`src/rtl/io_handshake_unit_if.sv`:
```
// Handshake bundle between the control unit / user I/O (master) and io_handshake_unit (slave).
interface io_handshake_unit_if #(
    parameter int DATA_W = 32,
    parameter int SW_W   = 16
);
    logic              In;
    logic              Out;
    logic              Halt;
    logic [DATA_W-1:0] out_data;
    logic [SW_W-1:0]   switches;
    logic              confirm_btn;
    logic              enable_clock;
    logic [DATA_W-1:0] in_data;
    logic              in_done;
    logic [DATA_W-1:0] display;
    logic              display_valid;
    logic              halted;

    modport master (
        output In, Out, Halt, out_data, switches, confirm_btn,
        input  enable_clock, in_data, in_done, display, display_valid, halted
    );

    modport slave (
        input  In, Out, Halt, out_data, switches, confirm_btn,
        output enable_clock, in_data, in_done, display, display_valid, halted
    );
endinterface

```
`src/rtl/io_handshake_unit.sv`:
```
// Responder for In/Out/Halt strobes: gates the processor clock during a debounced switch entry.
// Optional macro IO_SIGN_EXTEND_EN: sign-extend the captured switch value instead of zero-extending.
module io_handshake_unit #(
    parameter int DATA_W          = 32,
    parameter int SW_W            = 16,
    parameter int DEBOUNCE_CYCLES = 4
) (
    input logic               clock,
    input logic               reset,
    io_handshake_unit_if.slave io
);
    localparam int CNT_W = $clog2(DEBOUNCE_CYCLES + 1);
    localparam logic [CNT_W-1:0] CNT_LAST = CNT_W'(DEBOUNCE_CYCLES - 1);

    typedef enum logic [2:0] {
        ST_IDLE         = 3'd0,
        ST_WAIT_PRESS   = 3'd1,
        ST_WAIT_RELEASE = 3'd2,
        ST_CAPTURE      = 3'd3,
        ST_HALTED       = 3'd4
    } state_e;

    state_e            state_q, state_d;
    logic [CNT_W-1:0]  deb_cnt_q, deb_cnt_d;
    logic [SW_W-1:0]   in_reg_q, in_reg_d;
    logic [DATA_W-1:0] display_q, display_d;
    logic              display_valid_q, display_valid_d;
    logic              enable_clock_s;

    function automatic logic [DATA_W-1:0] extend(input logic [SW_W-1:0] v);
`ifdef IO_SIGN_EXTEND_EN
        extend = DATA_W'($signed(v));
`else
        extend = DATA_W'(v);
`endif
    endfunction

    assign enable_clock_s = (state_q == ST_CAPTURE) ||
                            ((state_q == ST_IDLE) && !io.In && !io.Halt);

    // Next-state, debounce counting and display update
    always_comb begin
        state_d         = state_q;
        deb_cnt_d       = deb_cnt_q;
        in_reg_d        = in_reg_q;
        display_d       = display_q;
        display_valid_d = display_valid_q;

        if (io.Out && enable_clock_s) begin
            display_d       = io.out_data;
            display_valid_d = 1'b1;
        end else begin
            display_d       = display_q;
            display_valid_d = display_valid_q;
        end

        case (state_q)
            ST_IDLE: begin
                if (io.Halt) begin
                    state_d = ST_HALTED;
                end else if (io.In) begin
                    state_d   = ST_WAIT_PRESS;
                    deb_cnt_d = '0;
                end else begin
                    state_d = ST_IDLE;
                end
            end
            ST_WAIT_PRESS: begin
                // The transition fires on the increment that would reach DEBOUNCE_CYCLES, so no wrap
                if (io.confirm_btn) begin
                    if (deb_cnt_q == CNT_LAST) begin
                        in_reg_d  = io.switches;
                        deb_cnt_d = '0;
                        state_d   = ST_WAIT_RELEASE;
                    end else begin
                        deb_cnt_d = deb_cnt_q + CNT_W'(1);
                    end
                end else begin
                    deb_cnt_d = '0;
                end
            end
            ST_WAIT_RELEASE: begin
                if (!io.confirm_btn) begin
                    if (deb_cnt_q == CNT_LAST) begin
                        deb_cnt_d = '0;
                        state_d   = ST_CAPTURE;
                    end else begin
                        deb_cnt_d = deb_cnt_q + CNT_W'(1);
                    end
                end else begin
                    deb_cnt_d = '0;
                end
            end
            ST_CAPTURE: begin
                state_d = ST_IDLE;
            end
            ST_HALTED: begin
                state_d = ST_HALTED;
            end
            default: begin
                state_d   = ST_IDLE;
                deb_cnt_d = '0;
            end
        endcase
    end

    // State and data registers with synchronous reset
    always_ff @(posedge clock) begin
        if (reset) begin
            state_q         <= ST_IDLE;
            deb_cnt_q       <= '0;
            in_reg_q        <= '0;
            display_q       <= '0;
            display_valid_q <= 1'b0;
        end else begin
            state_q         <= state_d;
            deb_cnt_q       <= deb_cnt_d;
            in_reg_q        <= in_reg_d;
            display_q       <= display_d;
            display_valid_q <= display_valid_d;
        end
    end

    assign io.enable_clock  = enable_clock_s;
    assign io.in_done       = (state_q == ST_CAPTURE);
    assign io.in_data       = extend(in_reg_q);
    assign io.display       = display_q;
    assign io.display_valid = display_valid_q;
    assign io.halted        = (state_q == ST_HALTED);
endmodule
```
`src/flat_wrapper.sv`:
```
// flat-port wrapper written by rule: the top's interface ports become plain ports
module io_handshake_unit_flat 
#(
    parameter int DATA_W          = 32,
    parameter int SW_W            = 16,
    parameter int DEBOUNCE_CYCLES = 4
)
  (clock, reset, io_In, io_Out, io_Halt, io_out_data, io_switches, io_confirm_btn, io_enable_clock, io_in_data, io_in_done, io_display, io_display_valid, io_halted);
  io_handshake_unit_if #(.DATA_W(DATA_W), .SW_W(SW_W)) io_i ();
  input logic clock;
  input logic reset;
  input wire logic [$bits(io_i.In)-1:0] io_In;
  input wire logic [$bits(io_i.Out)-1:0] io_Out;
  input wire logic [$bits(io_i.Halt)-1:0] io_Halt;
  input wire logic [$bits(io_i.out_data)-1:0] io_out_data;
  input wire logic [$bits(io_i.switches)-1:0] io_switches;
  input wire logic [$bits(io_i.confirm_btn)-1:0] io_confirm_btn;
  output wire logic [$bits(io_i.enable_clock)-1:0] io_enable_clock;
  output wire logic [$bits(io_i.in_data)-1:0] io_in_data;
  output wire logic [$bits(io_i.in_done)-1:0] io_in_done;
  output wire logic [$bits(io_i.display)-1:0] io_display;
  output wire logic [$bits(io_i.display_valid)-1:0] io_display_valid;
  output wire logic [$bits(io_i.halted)-1:0] io_halted;
  assign io_i.In = io_In;
  assign io_i.Out = io_Out;
  assign io_i.Halt = io_Halt;
  assign io_i.out_data = io_out_data;
  assign io_i.switches = io_switches;
  assign io_i.confirm_btn = io_confirm_btn;
  assign io_enable_clock = io_i.enable_clock;
  assign io_in_data = io_i.in_data;
  assign io_in_done = io_i.in_done;
  assign io_display = io_i.display;
  assign io_display_valid = io_i.display_valid;
  assign io_halted = io_i.halted;
  io_handshake_unit #(.DATA_W(DATA_W), .SW_W(SW_W), .DEBOUNCE_CYCLES(DEBOUNCE_CYCLES)) u_core (.clock(clock), .reset(reset), .io(io_i));
endmodule
```
`config.mk`:
```
export PLATFORM = sky130hd
export DESIGN_NAME = io_handshake_unit_flat
export DESIGN_NICKNAME = d
export VERILOG_FILES = /design/src/rtl/io_handshake_unit_if.sv /design/src/rtl/io_handshake_unit.sv /design/src/flat_wrapper.sv
export SDC_FILE = /design/constraint.sdc
export NUM_CORES = 1
export LEC_CHECK = 0
export ABC_AREA = 1
export CAP_MARGIN = 20
export CORE_MARGIN = 2
export CORE_UTILIZATION = 46
export CTS_BUF_LIST = sky130_fd_sc_hd__clkbuf_4 sky130_fd_sc_hd__clkbuf_8
export DETAILED_ROUTE_END_ITERATION = 12
export PLACE_DENSITY = 0.88
export SKIP_LAST_GASP = 1
export SYNTH_ARGS = -nofsm -noshare
export SYNTH_HDL_FRONTEND = slang
export SYNTH_SLANG_ARGS = --single-unit
```
`constraint.sdc`:
```
create_clock -name clock -period 2.6 [get_ports clock]
set_input_delay 0.39 -clock clock [delete_from_list [all_inputs] [get_ports clock]]
set_output_delay 0.39 -clock clock [all_outputs]
set_load 0.01 [all_outputs]
```
* Word level (Yosys, flattened, before mapping)
Cells that the tools add are included.
** Cells by class
- Divide/modulo/power cells :: 0
- Reductions and logical operators :: 11
- $add $sub $neg :: 1
- Multiplexer cells :: 13
- $lt $le $gt $ge :: 0
- Shift operators :: 0
- Eq/ne operators :: 11
- Multipliers :: 0
- Bitwise operators :: 1
** Operators with widths (number)
- two-way mux 3 bit :: 10
- case mux 3 bit (4 select lines) :: 2
- equality test 3 x 2 -> 1 bit, second input constant :: 3
- != test 2 bit, second input constant :: 4
- AND reduction 3 bit :: 2
- != test 2 x 1 -> 1 bit, second input constant :: 2
- AND reduction 4 bit :: 1
- adder 3 x 1 -> 3 bit, second input constant :: 1
- equality test 3 x 1 -> 1 bit, second input constant :: 1
- equality test 3 bit, second input constant :: 1
- logical AND 1 bit :: 3
- logical NOT 3 bit :: 1
- logical NOT 1 bit :: 2
- OR reduction 2 bit :: 1
- logical OR 1 bit :: 1
- two-way mux 1 bit :: 1
- inverter 1 bit :: 1
** Word-level totals
- Input port bits :: 54
- Bits in latches :: 0
- Memories :: 0
- Word-level logic and storage cells :: 42
- Register bits after elaboration :: 55
- RAM bits :: 0
- Output and inout bits :: 68
- Memory bits (read-only) :: 0

* Logic depth before layout (Yosys ltp)
- Word-level depth :: 5
- Depth in mapped cells :: 9
- Mapped depth without buffers :: 7

* Worst setup path after synthesis
No wires, ideal clock.
- Kind :: reg2out
- From :: reg u_core.state_q[1]
- To :: out io_enable_clock
- Stages on the path, launching flop included :: 7
- Setup slack :: 1248 ps
- Required time :: 2210 ps
- Arrival :: 962 ps
- Buffers on the path :: 3
- Cells stage by stage :: dfxtp_1 buf_2 nor2_2 nand3_1 nand2_1 buf_6 buf_6
** On the way
- Word-level cells in the longest chain between the ends :: 4
- Elaborated cells between the ends (all ways) :: 5
- Those cells by class :: 1 x eq/ne; 4 x reduce/logical
** Ends and longest elaborated chain
- start, declared :: line io_handshake_unit.sv:23 : state_e state_q, state_d;
- start signal, assigned :: line io_handshake_unit.sv:116 : state_q <= state_d;
- logical NOT 3 bit :: line io_handshake_unit.sv:39 : ((state_q == ST_IDLE) && !io.In && !io.Halt);
- logical AND 1 bit (2 in series) :: line io_handshake_unit.sv:39
- logical OR 1 bit * :: line io_handshake_unit.sv:38 : assign enable_clock_s = (state_q == ST_CAPTURE) ||
- end, declared :: line flat_wrapper.sv:18 : output wire logic [$bits(io_i.enable_clock)-1:0] io_enable_clock;
Mark *: on every way between the ends. The rest lies on a longest branch, timed or not.

* Final worst setup path
- From :: in io_In
- To :: out io_enable_clock
** On the way
- Word-level cells in the longest chain between the ends :: 4
** Ends and longest elaborated chain
- start, declared :: line flat_wrapper.sv:12 : input wire logic [$bits(io_i.In)-1:0] io_In;
- logical NOT 1 bit :: line io_handshake_unit.sv:39
- logical AND 1 bit (2 in series) :: line io_handshake_unit.sv:39
- logical OR 1 bit :: line io_handshake_unit.sv:38
Every way passes these cells.

==> out/qor.txt <==
Port Buffer Count - 105
Post-synth cell types - 22
Initial antenna violation count - 0
CTS tree - built
DIE HEIGHT - 79.3 µm
Global route total overflow - 0
Die width - 79.3 µm
GRT Util Overall - 19.8%
Final setup viols - 0
RSZ-0062 raised after global routing - false
Final Non-Filler Cells - 521
Max-Cap Viols - 0
Crit start category - input port
Residual DRC - 0
Warnings from Yosys - 0
TritonCTS Buffers - 5
Status - finished, final reports clean
Most used cell, CP - clkdlybuf4s50_1
Commonest non-fill, non-tap cell in the layout - clkdlybuf4s50_1
Placeable Area - 5470 µm²
Placer Congestion - 0.715
Final Critical Period - 2.11 ns
Peak supply drop - 0.255 mV
Most frequent cells in the layout - clkdlybuf4s50_1 (104), nor2_1 (57), dfxtp_1 (55)
Pleak - 1.59 nW
Max Clk Rate - 474 MHz
H-tree depth - 2
Critical path cell sequence - clkdlybuf4s50_1, nor2_1, nand3_1, nand2_2, clkdlybuf4s50_1
Sequential area share after synthesis - 42.2%
Io pins - 122
# clock sinks - 55
Post-cts sizing count - 0
Worst-path clk slew - 0.09 ns
Actual slew at the worst max-slew pin - 0.739 ns
Diode count - 0
Seq cells post-synth - 55
Max-slew headroom - 50.7%
Clk_skew - 0.00628 ns
Worst-path maximum fanout - 2
Slowest cell on crit path - clkdlybuf4s50_1
Total power - 2.01 mW
Bufs and invs on worst path - 2
Tcrit/Tclk final - 81.1%
Largest net degree at the start of global routing - 66
Initial core utilization - 47.6%
Die ar. - 6280 µm²
Postcts setup bufs - 0
Critical path arrival - 1.72 ns
Hold Buf Count CTS - 0
Final hold vios - 0
Clk root buf - clkbuf_8
DRT iter0 DRCs - 71
Final ANT Viol Nets - 0
TNS Setup - 0 ns
Vias per cell - 4.78
Cell count after synthesis - 358
P&R area growth vs syn - 41.5%
Setup CP Type - input port to primary output
Syn Std Cell Area - 2610 µm²
CP Data Required Time - 2.21 ns
Crit path max-delay family - buffers and inverters
Inst Count DP - 514
Fin nets - 504
DP Wirelength - 4.36 mm
Via Count - 2490
Avg WL per Cell - 11.6 µm
CP Capture Type - primary output
First-pass GRT wire length - 10.2 mm
CP max stage delay - 0.55 ns
1st-pass router iterations - 4
Layout cells sized above 1 - 8.46%
Core Rows - 27
Mean Syn Cell Area - 7.28 µm²
CTS max path bufs - 2
Worst hold path class - register to register
Power per cell area - 545 nW/µm²
Vias in the first global route - 2405
Clk_lat worst skew - 0.30 ns
Slew Viols, Final - 0
Post-Route WL - 6.04 mm
-- path summary, 6_finish.rpt --
| path | startpoint | end | slack, ns | depth (start not counted) |
|---|---|---|---|---|
| setup reg to reg | u_core.deb_cnt_q[0] | u_core.in_reg_q[0] | 0.89 | 5 |
| hold / removal | u_core.deb_cnt_q[2] | u_core.deb_cnt_q[2] | 0.45 | 2 |
| setup / recovery | io_In | io_enable_clock | 0.49 | 5 |
| hold reg to reg | u_core.deb_cnt_q[2] | u_core.deb_cnt_q[2] | 0.45 | 2 |
-- report_power, final --
group / switching [mW] / internal (mW)
Combinational: 0.255 / 0.258
Sequential: 0.0497 / 0.900
Clock: 0.252 / 0.293
Total: 0.557 / 1.45
-- metal layers --
| metal | global-route usage, % | vias to the layer above | share of wire (%) |
|---|---|---|---|
| li1 | - | 1273 | - |
| met1 | 21.8 | 1118 | 43 |
| met2 | 35.6 | 93 | 46 |
| met3 | 7.61 | 6 | 10 |
| met4 | 5.00 | 0 | 0.84 |
| met5 | 0 | - | 0 |
-- kinds of logic after synthesis --
kind of cell	count (synthesis)	share of synthesized area (%)
compound gates	57	14.0
other cells	1	0.144
fa+ha+maj	1	0.480
simple gates	160	26.7
flops	55	42.2
buf+inv	84	16.4
-- final cells by class --
| cell class | instances | area, µm² |
|---|---|---|
| fillers | 468 | 1790 |
| well taps | 72 | 90.1 |
| multi-input cells | 234 | 1140 |
| flip-flops and latches | 55 | 1100 |
| inverters | 44 | 165 |
| repair buffers | 109 | 1090 |
| clock buffers | 6 | 76.3 |
| clock inverters | 1 | 30.0 |
-- state kept, by name (all words and copies together) (netlist names) --
signal                   flops
u_core.io.display_valid      1
u_core.io.display           32
u_core.state_q               3
u_core.in_reg_q             16
u_core.deb_cnt_q             3
-- worst register-to-register path, delay by kind of cell (launching register included) --
kind,cells,cell delay [ns]
DFF,1,0.37
adders and majority gates,1,0.18
and+or+nand+nor,3,0.97
AOI/OAI and AO/OA,1,0.13
-- Yosys cell counts --
cell type | instances | area, µm²
inv_1 | 44 | 165
dfxtp_1 | 55 | 1100
buf_2 | 6 | 30.0
and2_1 | 1 | 6.26
a21oi_2 | 20 | 175
a21oi_1 | 16 | 80.1
nand2_1 | 43 | 161
conb_1 | 1 | 3.75
buf_6 | 6 | 67.6
nor2_1 | 57 | 214
nor2_2 | 2 | 12.5
nand3_2 | 2 | 20.0
nand3_1 | 36 | 180
o21ai_0 | 10 | 50.1
nor2_4 | 1 | 11.3
o211a_1 | 1 | 10.0
o21ai_1 | 10 | 50.1
clkbuf_1 | 9 | 33.8
ha_1 | 1 | 12.5
buf_1 | 3 | 11.3
nor3_1 | 18 | 90.1
buf_4 | 16 | 120
-- through the flow --
step / worst slack [ns] / area, µm² / utilization [%] / hold slack, ns
global placement: 0.485 / 3580 / 65.4 / 0.431
global route: 0.419 / 3690 / 67.4 / 0.482
floorplan: 1.25 / 2660 / - / 0.425
detailed placement: 0.470 / 3580 / 65.4 / 0.441
CTS: 0.467 / 3690 / 67.4 / 0.455
finish: 0.490 / 3690 / 67.4 / 0.450
(Power assumes the default switching activity.)
